`src/rtl/rle_pkg.sv`:
```
// Shared types, width derivation and record packing for the parametrised RLE encoder.
// Optional output-overflow guard is enabled with the RLE_OVF_CHECK_EN macro (see rle_encoder_param).
package rle_pkg;

    localparam int unsigned WORD_W     = 32;
    localparam int unsigned WORD_BYTES = 4;
    localparam int unsigned ADDR_W     = 16;

    typedef enum logic [2:0] {
        S_IDLE,
        S_FETCH,
        S_LOAD,
        S_SCAN,
        S_EMIT,
        S_FINISH
    } rle_state_e;

    function automatic int unsigned rec_width(input int unsigned sym_w, input int unsigned cnt_w);
        return sym_w + cnt_w;
    endfunction

    function automatic int unsigned recs_per_word(input int unsigned rec_w);
        return WORD_W / rec_w;
    endfunction

    function automatic bit cfg_legal(input int unsigned sym_w, input int unsigned cnt_w);
        int unsigned rec_w;
        rec_w = sym_w + cnt_w;
        return ((sym_w == 8) || (sym_w == 16)) && (cnt_w > 0) &&
               ((rec_w == 16) || (rec_w == 32));
    endfunction

    // Place rec into record slot 'slot' of word; other slots are kept as they are.
    function automatic logic [WORD_W-1:0] rec_pack(input logic [WORD_W-1:0] word,
                                                   input logic [1:0]        slot,
                                                   input int unsigned       rec_w,
                                                   input logic [WORD_W-1:0] rec);
        logic [WORD_W-1:0] mask;
        int unsigned       sh;
        mask = (rec_w >= WORD_W) ? '1 : ((32'h1 << rec_w) - 32'h1);
        sh   = {30'b0, slot} * rec_w;
        return (word & ~(mask << sh)) | ((rec & mask) << sh);
    endfunction

endpackage

```
`src/rtl/rle_rec_packer.sv`:
```
// Accumulates {symbol, count} records little-endian into one 32-bit output word.
// Reports fill level; cleared by the encoder after every write.
module rle_rec_packer
    import rle_pkg::*;
#(
    parameter int unsigned SYM_W = 8,
    parameter int unsigned CNT_W = 8
) (
    input  logic                          clk,
    input  logic                          reset,
    input  logic                          clear,
    input  logic                          push,
    input  logic [SYM_W+CNT_W-1:0]        rec,
    output logic [WORD_W-1:0]             word,
    output logic [1:0]                    fill,
    output logic                          last_slot,
    output logic                          empty
);

    localparam int unsigned REC_W = rec_width(SYM_W, CNT_W);
    localparam int unsigned RPW   = recs_per_word(REC_W);

    logic [WORD_W-1:0] word_q;
    logic [1:0]        fill_q;

    // Buffer must start from zero so unused slots flush as zero padding.
    always_ff @(posedge clk or posedge reset) begin
        if (reset) begin
            word_q <= '0;
            fill_q <= '0;
        end else if (clear) begin
            word_q <= '0;
            fill_q <= '0;
        end else if (push) begin
            word_q <= rec_pack(word_q, fill_q, REC_W, WORD_W'(rec));
            fill_q <= fill_q + 2'd1;
        end
    end

    assign word      = word_q;
    assign fill      = fill_q;
    assign last_slot = (fill_q == 2'(RPW - 1));
    assign empty     = (fill_q == 2'd0);

endmodule

```
`src/rtl/rle_encoder_param.sv`:
```
// Run-length encoder over a shared single-port RAM: reads symbols, writes packed {symbol, count} records.
// Define RLE_OVF_CHECK_EN to abort with error=1 when a write would exceed rle_max_size.
module rle_encoder_param
    import rle_pkg::*;
#(
    parameter int unsigned SYM_W = 8,
    parameter int unsigned CNT_W = 8
) (
    input  logic        clk,
    input  logic        reset,
    input  logic        start,
    input  logic [31:0] message_addr,
    input  logic [31:0] message_size,
    input  logic [31:0] rle_addr,
    input  logic [31:0] rle_max_size,
    output logic [31:0] rle_size,
    output logic        busy,
    output logic        done,
    output logic        error,
    output logic        port_A_clk,
    output logic [15:0] port_A_addr,
    output logic [31:0] port_A_data_in,
    input  logic [31:0] port_A_data_out,
    output logic        port_A_we
);

    localparam int unsigned REC_W = rec_width(SYM_W, CNT_W);
    localparam int unsigned SPW   = WORD_W / SYM_W;
    localparam int unsigned IDX_W = $clog2(SPW);
    localparam logic [CNT_W-1:0] CNT_MAX = '1;

    if (!cfg_legal(SYM_W, CNT_W)) begin : g_bad_cfg
        $error("rle_encoder_param: illegal SYM_W/CNT_W combination");
    end

    rle_state_e        state;
    logic [15:0]       rd_ptr;
    logic [15:0]       wr_ptr;
    logic [31:0]       remaining;
    logic [31:0]       word_q;
    logic [IDX_W-1:0]  sym_idx;
    logic [SYM_W-1:0]  run_sym;
    logic [CNT_W-1:0]  run_cnt;
    logic              run_vld;
    logic              error_q;

    logic [31:0]       word_shift;
    logic [SYM_W-1:0]  cur_sym;
    logic              extend;
    logic              push;
    logic              last_sym;
    logic              word_end;
    logic              ovf;
    logic              fin_has;
    logic [31:0]       fin_word;
    logic              pkr_clear;
    logic [31:0]       pkr_word;
    logic [1:0]        pkr_fill;
    logic              pkr_last_slot;
    logic              pkr_empty;
    logic              unused_ok;

    assign unused_ok = ^{message_addr[31:16], rle_addr[31:16], rle_max_size};

    assign word_shift = word_q >> (32'(sym_idx) * SYM_W);
    assign cur_sym    = word_shift[SYM_W-1:0];
    assign last_sym   = (remaining == 32'd1);
    assign word_end   = (sym_idx == IDX_W'(SPW - 1));
    // A run closes lazily: only when the next symbol cannot extend it.
    assign extend     = run_vld && (cur_sym == run_sym) && (run_cnt != CNT_MAX);
    assign push       = (state == S_SCAN) && run_vld && !extend;

    assign fin_has  = run_vld || !pkr_empty;
    assign fin_word = run_vld ? rec_pack(pkr_word, pkr_fill, REC_W, WORD_W'({run_sym, run_cnt}))
                              : pkr_word;

`ifdef RLE_OVF_CHECK_EN
    assign ovf   = ({1'b0, rle_size} + 33'd4) > {1'b0, rle_max_size};
    assign error = error_q;
`else
    assign ovf   = 1'b0;
    assign error = 1'b0;
`endif

    assign port_A_clk     = clk;
    assign port_A_we      = ((state == S_EMIT) ||
                             ((state == S_FINISH) && fin_has && !error_q)) && !ovf;
    assign port_A_addr    = port_A_we ? wr_ptr : rd_ptr;
    assign port_A_data_in = !port_A_we          ? 32'd0 :
                            (state == S_EMIT)   ? pkr_word : fin_word;

    assign pkr_clear = (state == S_EMIT) || (state == S_FINISH) || ((state == S_IDLE) && start);

    rle_rec_packer #(
        .SYM_W (SYM_W),
        .CNT_W (CNT_W)
    ) u_packer (
        .clk       (clk),
        .reset     (reset),
        .clear     (pkr_clear),
        .push      (push),
        .rec       ({run_sym, run_cnt}),
        .word      (pkr_word),
        .fill      (pkr_fill),
        .last_slot (pkr_last_slot),
        .empty     (pkr_empty)
    );

    always_ff @(posedge clk or posedge reset) begin
        if (reset) begin
            state     <= S_IDLE;
            busy      <= 1'b0;
            done      <= 1'b0;
            error_q   <= 1'b0;
            rle_size  <= '0;
            rd_ptr    <= '0;
            wr_ptr    <= '0;
            remaining <= '0;
            word_q    <= '0;
            sym_idx   <= '0;
            run_sym   <= '0;
            run_cnt   <= '0;
            run_vld   <= 1'b0;
        end else begin
            case (state)
                S_IDLE: begin
                    if (start) begin
                        busy      <= 1'b1;
                        done      <= 1'b0;
                        error_q   <= 1'b0;
                        rle_size  <= '0;
                        rd_ptr    <= message_addr[15:0];
                        wr_ptr    <= rle_addr[15:0];
                        remaining <= message_size;
                        run_vld   <= 1'b0;
                        state     <= (message_size != 32'd0) ? S_FETCH : S_FINISH;
                    end
                end
                S_FETCH: state <= S_LOAD;
                S_LOAD: begin
                    word_q  <= port_A_data_out;
                    rd_ptr  <= rd_ptr + 16'd4;
                    sym_idx <= '0;
                    state   <= S_SCAN;
                end
                S_SCAN: begin
                    if (extend) begin
                        run_cnt <= run_cnt + CNT_W'(1);
                    end else begin
                        run_sym <= cur_sym;
                        run_cnt <= CNT_W'(1);
                        run_vld <= 1'b1;
                    end
                    remaining <= remaining - 32'd1;
                    sym_idx   <= sym_idx + IDX_W'(1);
                    if (push && pkr_last_slot)
                        state <= S_EMIT;
                    else if (last_sym)
                        state <= S_FINISH;
                    else if (word_end)
                        state <= S_FETCH;
                end
                S_EMIT: begin
                    if (ovf) begin
                        error_q <= 1'b1;
                        state   <= S_FINISH;
                    end else begin
                        wr_ptr   <= wr_ptr + 16'd4;
                        rle_size <= rle_size + 32'd4;
                        // sym_idx wraps to zero once the current word is used up
                        if (remaining == 32'd0)
                            state <= S_FINISH;
                        else if (sym_idx == '0)
                            state <= S_FETCH;
                        else
                            state <= S_SCAN;
                    end
                end
                S_FINISH: begin
                    if (fin_has && !error_q) begin
                        if (ovf) begin
                            error_q <= 1'b1;
                        end else begin
                            wr_ptr   <= wr_ptr + 16'd4;
                            rle_size <= rle_size + 32'd4;
                        end
                    end
                    run_vld <= 1'b0;
                    busy    <= 1'b0;
                    done    <= 1'b1;
                    state   <= S_IDLE;
                end
                default: state <= S_IDLE;
            endcase
        end
    end

endmodule

```
`config.mk`:
```
export PLATFORM = sky130hd
export DESIGN_NAME = rle_encoder_param
export DESIGN_NICKNAME = d
export VERILOG_FILES = /design/src/rtl/rle_pkg.sv /design/src/rtl/rle_rec_packer.sv /design/src/rtl/rle_encoder_param.sv
export SDC_FILE = /design/constraint.sdc
export NUM_CORES = 1
export LEC_CHECK = 0
export CORE_UTILIZATION = 40
export CTS_CLUSTER_SIZE = 12
export DETAILED_ROUTE_END_ITERATION = 6
export PLACE_DENSITY = 0.7
export REMOVE_ABC_BUFFERS = 1
export SYNTH_ARGS = -nofsm -noshare
export SYNTH_HDL_FRONTEND = slang
export SYNTH_SLANG_ARGS = --single-unit
```
`constraint.sdc`:
```
create_clock -name clk -period 5.8 [get_ports clk]
set_input_delay 1.16 -clock clk [delete_from_list [all_inputs] [get_ports clk]]
set_output_delay 1.16 -clock clk [all_outputs]
set_load 0.02 [all_outputs]
```
==> metrics.yaml <==
status: "complete, no violations"
power.density_mw_per_mm2: 472
die_y_um: 159
max_freq_ghz: 0.206
post_dp_cell_area_mm2: 0.0119
tightestPinTransition_ns: 1.09
grt_antenna_before_repair: 2
leakagePower_nw: 5.27
seq_area_frac_synth_pct: 46.5
drtPass1Iterations: 5
drv_slew: 0
rows: 57
synth-edff-count: 0
ctsHoldBuffers: 0
maxCapViolCount: 0
vias: 8985
rsz0062_at_grt: "false"
initialDrtViolationCount: 755
post-dp-hpwl_um: 18800
die_width_um: 159
drc: 0
synth.area.top_cells: "dfrtp_1 47%, nand2_1 9.0%, nor2_1 4.1%"
required_ns: 4.64
portBuffers: 180
ff2ff_path_depth: 6
viasPerCell: 5.62
cts_setup_buffers: 0
ys.flop_type: "dfrtp_1"
path_common_cell: "clkdlybuf4s50_1"
finalPower_mw: 5.94
start_util_pct: 40.7
r2r_start: "sym_idx[1]$_DFFE_PP0P_"
grt_max_degree: 75
crit_chain: "clkdlybuf4s50_1, nor2b_1, a21oi_1, nor2_1, nand2_1, clkinv_1, mux2_2, clkdlybuf4s50_1"
final_cell_area_mm2: 0.0126
preCtsSetupSlack_ns: 0.958
clkTransAtPathRegs_ns: 0.07
gp_congestion: 0.846
cp_slowest_stage_delay_ns: 0.54
fin_skew_ns: 0.0145
cp.arrival_ns: 3.70
period_share_pct: 83.7
coreArea_mm2: 0.0243
design.die.area_mm2: 0.0254
period_minus_slack_ns: 4.86
finalHoldViolCount: 0
path_max_fanout: 16
yosys_register_bits: 184
fin_nets: 1434
synth_top_cell_area_share_pct: 46.5
ctsResizeCount: 0
grt-ovfl-total: 0
num_io_pins: 248
timing.hold.ws_ns: 0.471
ys_types: 74
syn_inst: 1122
end_kind: "output port"
area_growth_pct: 27.2
yosysWarningCount: 0
synth-async-reset-ratio_pct: 100
slowest_stage: "clkdlybuf4s50_1"
post_drt_wl_per_cell_um: 17.2
cp-start-kind: "primary input"
synth.largest_area_cell: "dfrtp_1"
layout_setup_ws_ns: 0.944
grt_usage_pct: 22.1
r2r_end: "u_packer.word[24]$_DFFE_PP0P_"
irDropWorstVdd_uv: 209
clk_latency_ns: 0.55
ant_nets: 0
hp-class: "flip-flop to flip-flop"
cts_tree: "built"
criticalPathCategory: "primary input to output port"
hold_path.startpoint: "word_q[7]$_DFFE_PP0P_"
synth_area_mm2: 0.00989
syn_area_per_cell_um2: 8.82
grt_pass1_wl_um: 45100
reg2reg_slack_ns: 2.32
min_to: "word_q[7]$_DFFE_PP0P_"
relSlewSlack_pct: 27.4
whs_path_depth: 2
wirelength_um: 27500
first_global_vias: 8746
final-setup-viol-count: 0
drive_gt1_share_pct: 6.59
layout by cell type, fill, tap and decap left out, types with 10 or more instances in the layout:
master / count
a211oi_1: 15
a21oi_1: 58
a22o_1: 35
a22oi_1: 32
and3_1: 17
buf_4: 15
clkbuf_16: 20
clkdlybuf4s50_1: 180
dfrtp_1: 184
ha_1: 10
inv_1: 16
mux2_2: 11
mux2i_1: 14
nand2_1: 238
nand3_1: 37
nand4_1: 21
nor2_1: 107
nor3_1: 32
nor4_1: 17
o21ai_0: 40
o22ai_1: 10
xnor2_1: 11
xor2_1: 19
logic make-up (layout without fill, tap and decap cells):
family                     Yosys count  in the layout  synth area share [%]
and+or+nand+nor                    520            520                  24.0
xor gates and xnor gates            30             30                  2.66
other                                1              5                0.0379
muxes                               31             31                  4.03
adders and majority gates           10             10                  1.26
DFF                                184            184                  46.5
AOI/OAI and AO/OA                  246            246                  17.1
buffers and inverters              100            250                  4.39
power by group:
group | leakage, nW | internal, mW | total (mW) | switching [mW]
Clock | 0.343 | 0.826 | 1.38 | 0.550
Sequential | 2.30 | 1.71 | 2.16 | 0.450
Combinational | 2.63 | 0.973 | 2.40 | 1.43
Total | 5.27 | 3.51 | 5.94 | 2.43
sequential cells by signal (all words and copies together), names as in the netlist, 2 cells and up:
name	cells
rd_ptr	16
remaining	32
rle_size	30
run_cnt	8
run_sym	8
state	3
sym_idx	2
u_packer.fill	2
u_packer.word	32
word_q	32
wr_ptr	16
synth_stat cells, types with 4 or more instances:
library cell,number
nand3b_1,4
a22oi_1,32
nor3_1,33
buf_4,7
o211ai_1,8
and3_1,17
nand2_1,238
ha_1,10
mux2_2,11
o31ai_1,7
xnor2_1,11
a211oi_1,15
o21ai_0,40
or4_1,6
or3_1,9
clkbuf_1,55
nand4_1,21
dfrtp_1,184
and4_1,5
nor4_1,17
buf_1,7
o22ai_1,10
a21oi_1,58
a21o_1,4
inv_1,17
a22o_1,35
buf_2,6
mux4_2,6
xor2_1,19
nand3_1,37
nor2_1,107
mux2i_1,14
or2_2,4
o311ai_0,4
a311oi_1,5
layer usage:
| metal | GRT usage [%] | share of wire (%) | routed length (um) |
|---|---|---|---|
| met5 | 0 | 0 | 0 |
| met4 | 6.95 | 1.7 | 471 |
| met3 | 3.62 | 5.4 | 1490 |
| met2 | 36.1 | 48 | 13200 |
| met1 | 30.1 | 45 | 12300 |
worst max path at each step:
stage               start  cells past startpoint  slack, ns               end
detailed placement  start                      8       0.96    port_A_addr[0]
finish              start                      8       0.94    port_A_addr[0]
global placement    start                      8       0.97    port_A_addr[0]
floorplan           reset                      1      -0.36  busy$_DFFE_PP0P_
global route        start                      8       0.81   port_A_addr[13]
CTS                 start                      8       0.95    port_A_addr[0]
final cells by class:
cell class	count	area, um^2
fill	2303	11700
clock inverter	14	196
antenna	2	5.00
multi-input combinational	840	4870
tap	324	405
inverter	20	80.1
timing repair buffer	194	1900
sequential	184	4600
clock buffer	22	514
per-stage QoR:
step	TNS, ns	util [%]	std cells
final	0	51.7	1600
after global routing	0	51.7	1600
after CTS	0	51.7	1598
after detailed placement	0	48.8	1563
after global placement	0	48.8	1563
after floorplan	-66.31	-	1044
critical path, delay by kind of cell:
kind	cells	cell delay, ns
mux	1	0.48
compound gates	1	0.18
simple gates	3	0.34
buf+inv	3	1.52
(Power assumes the default switching activity.)
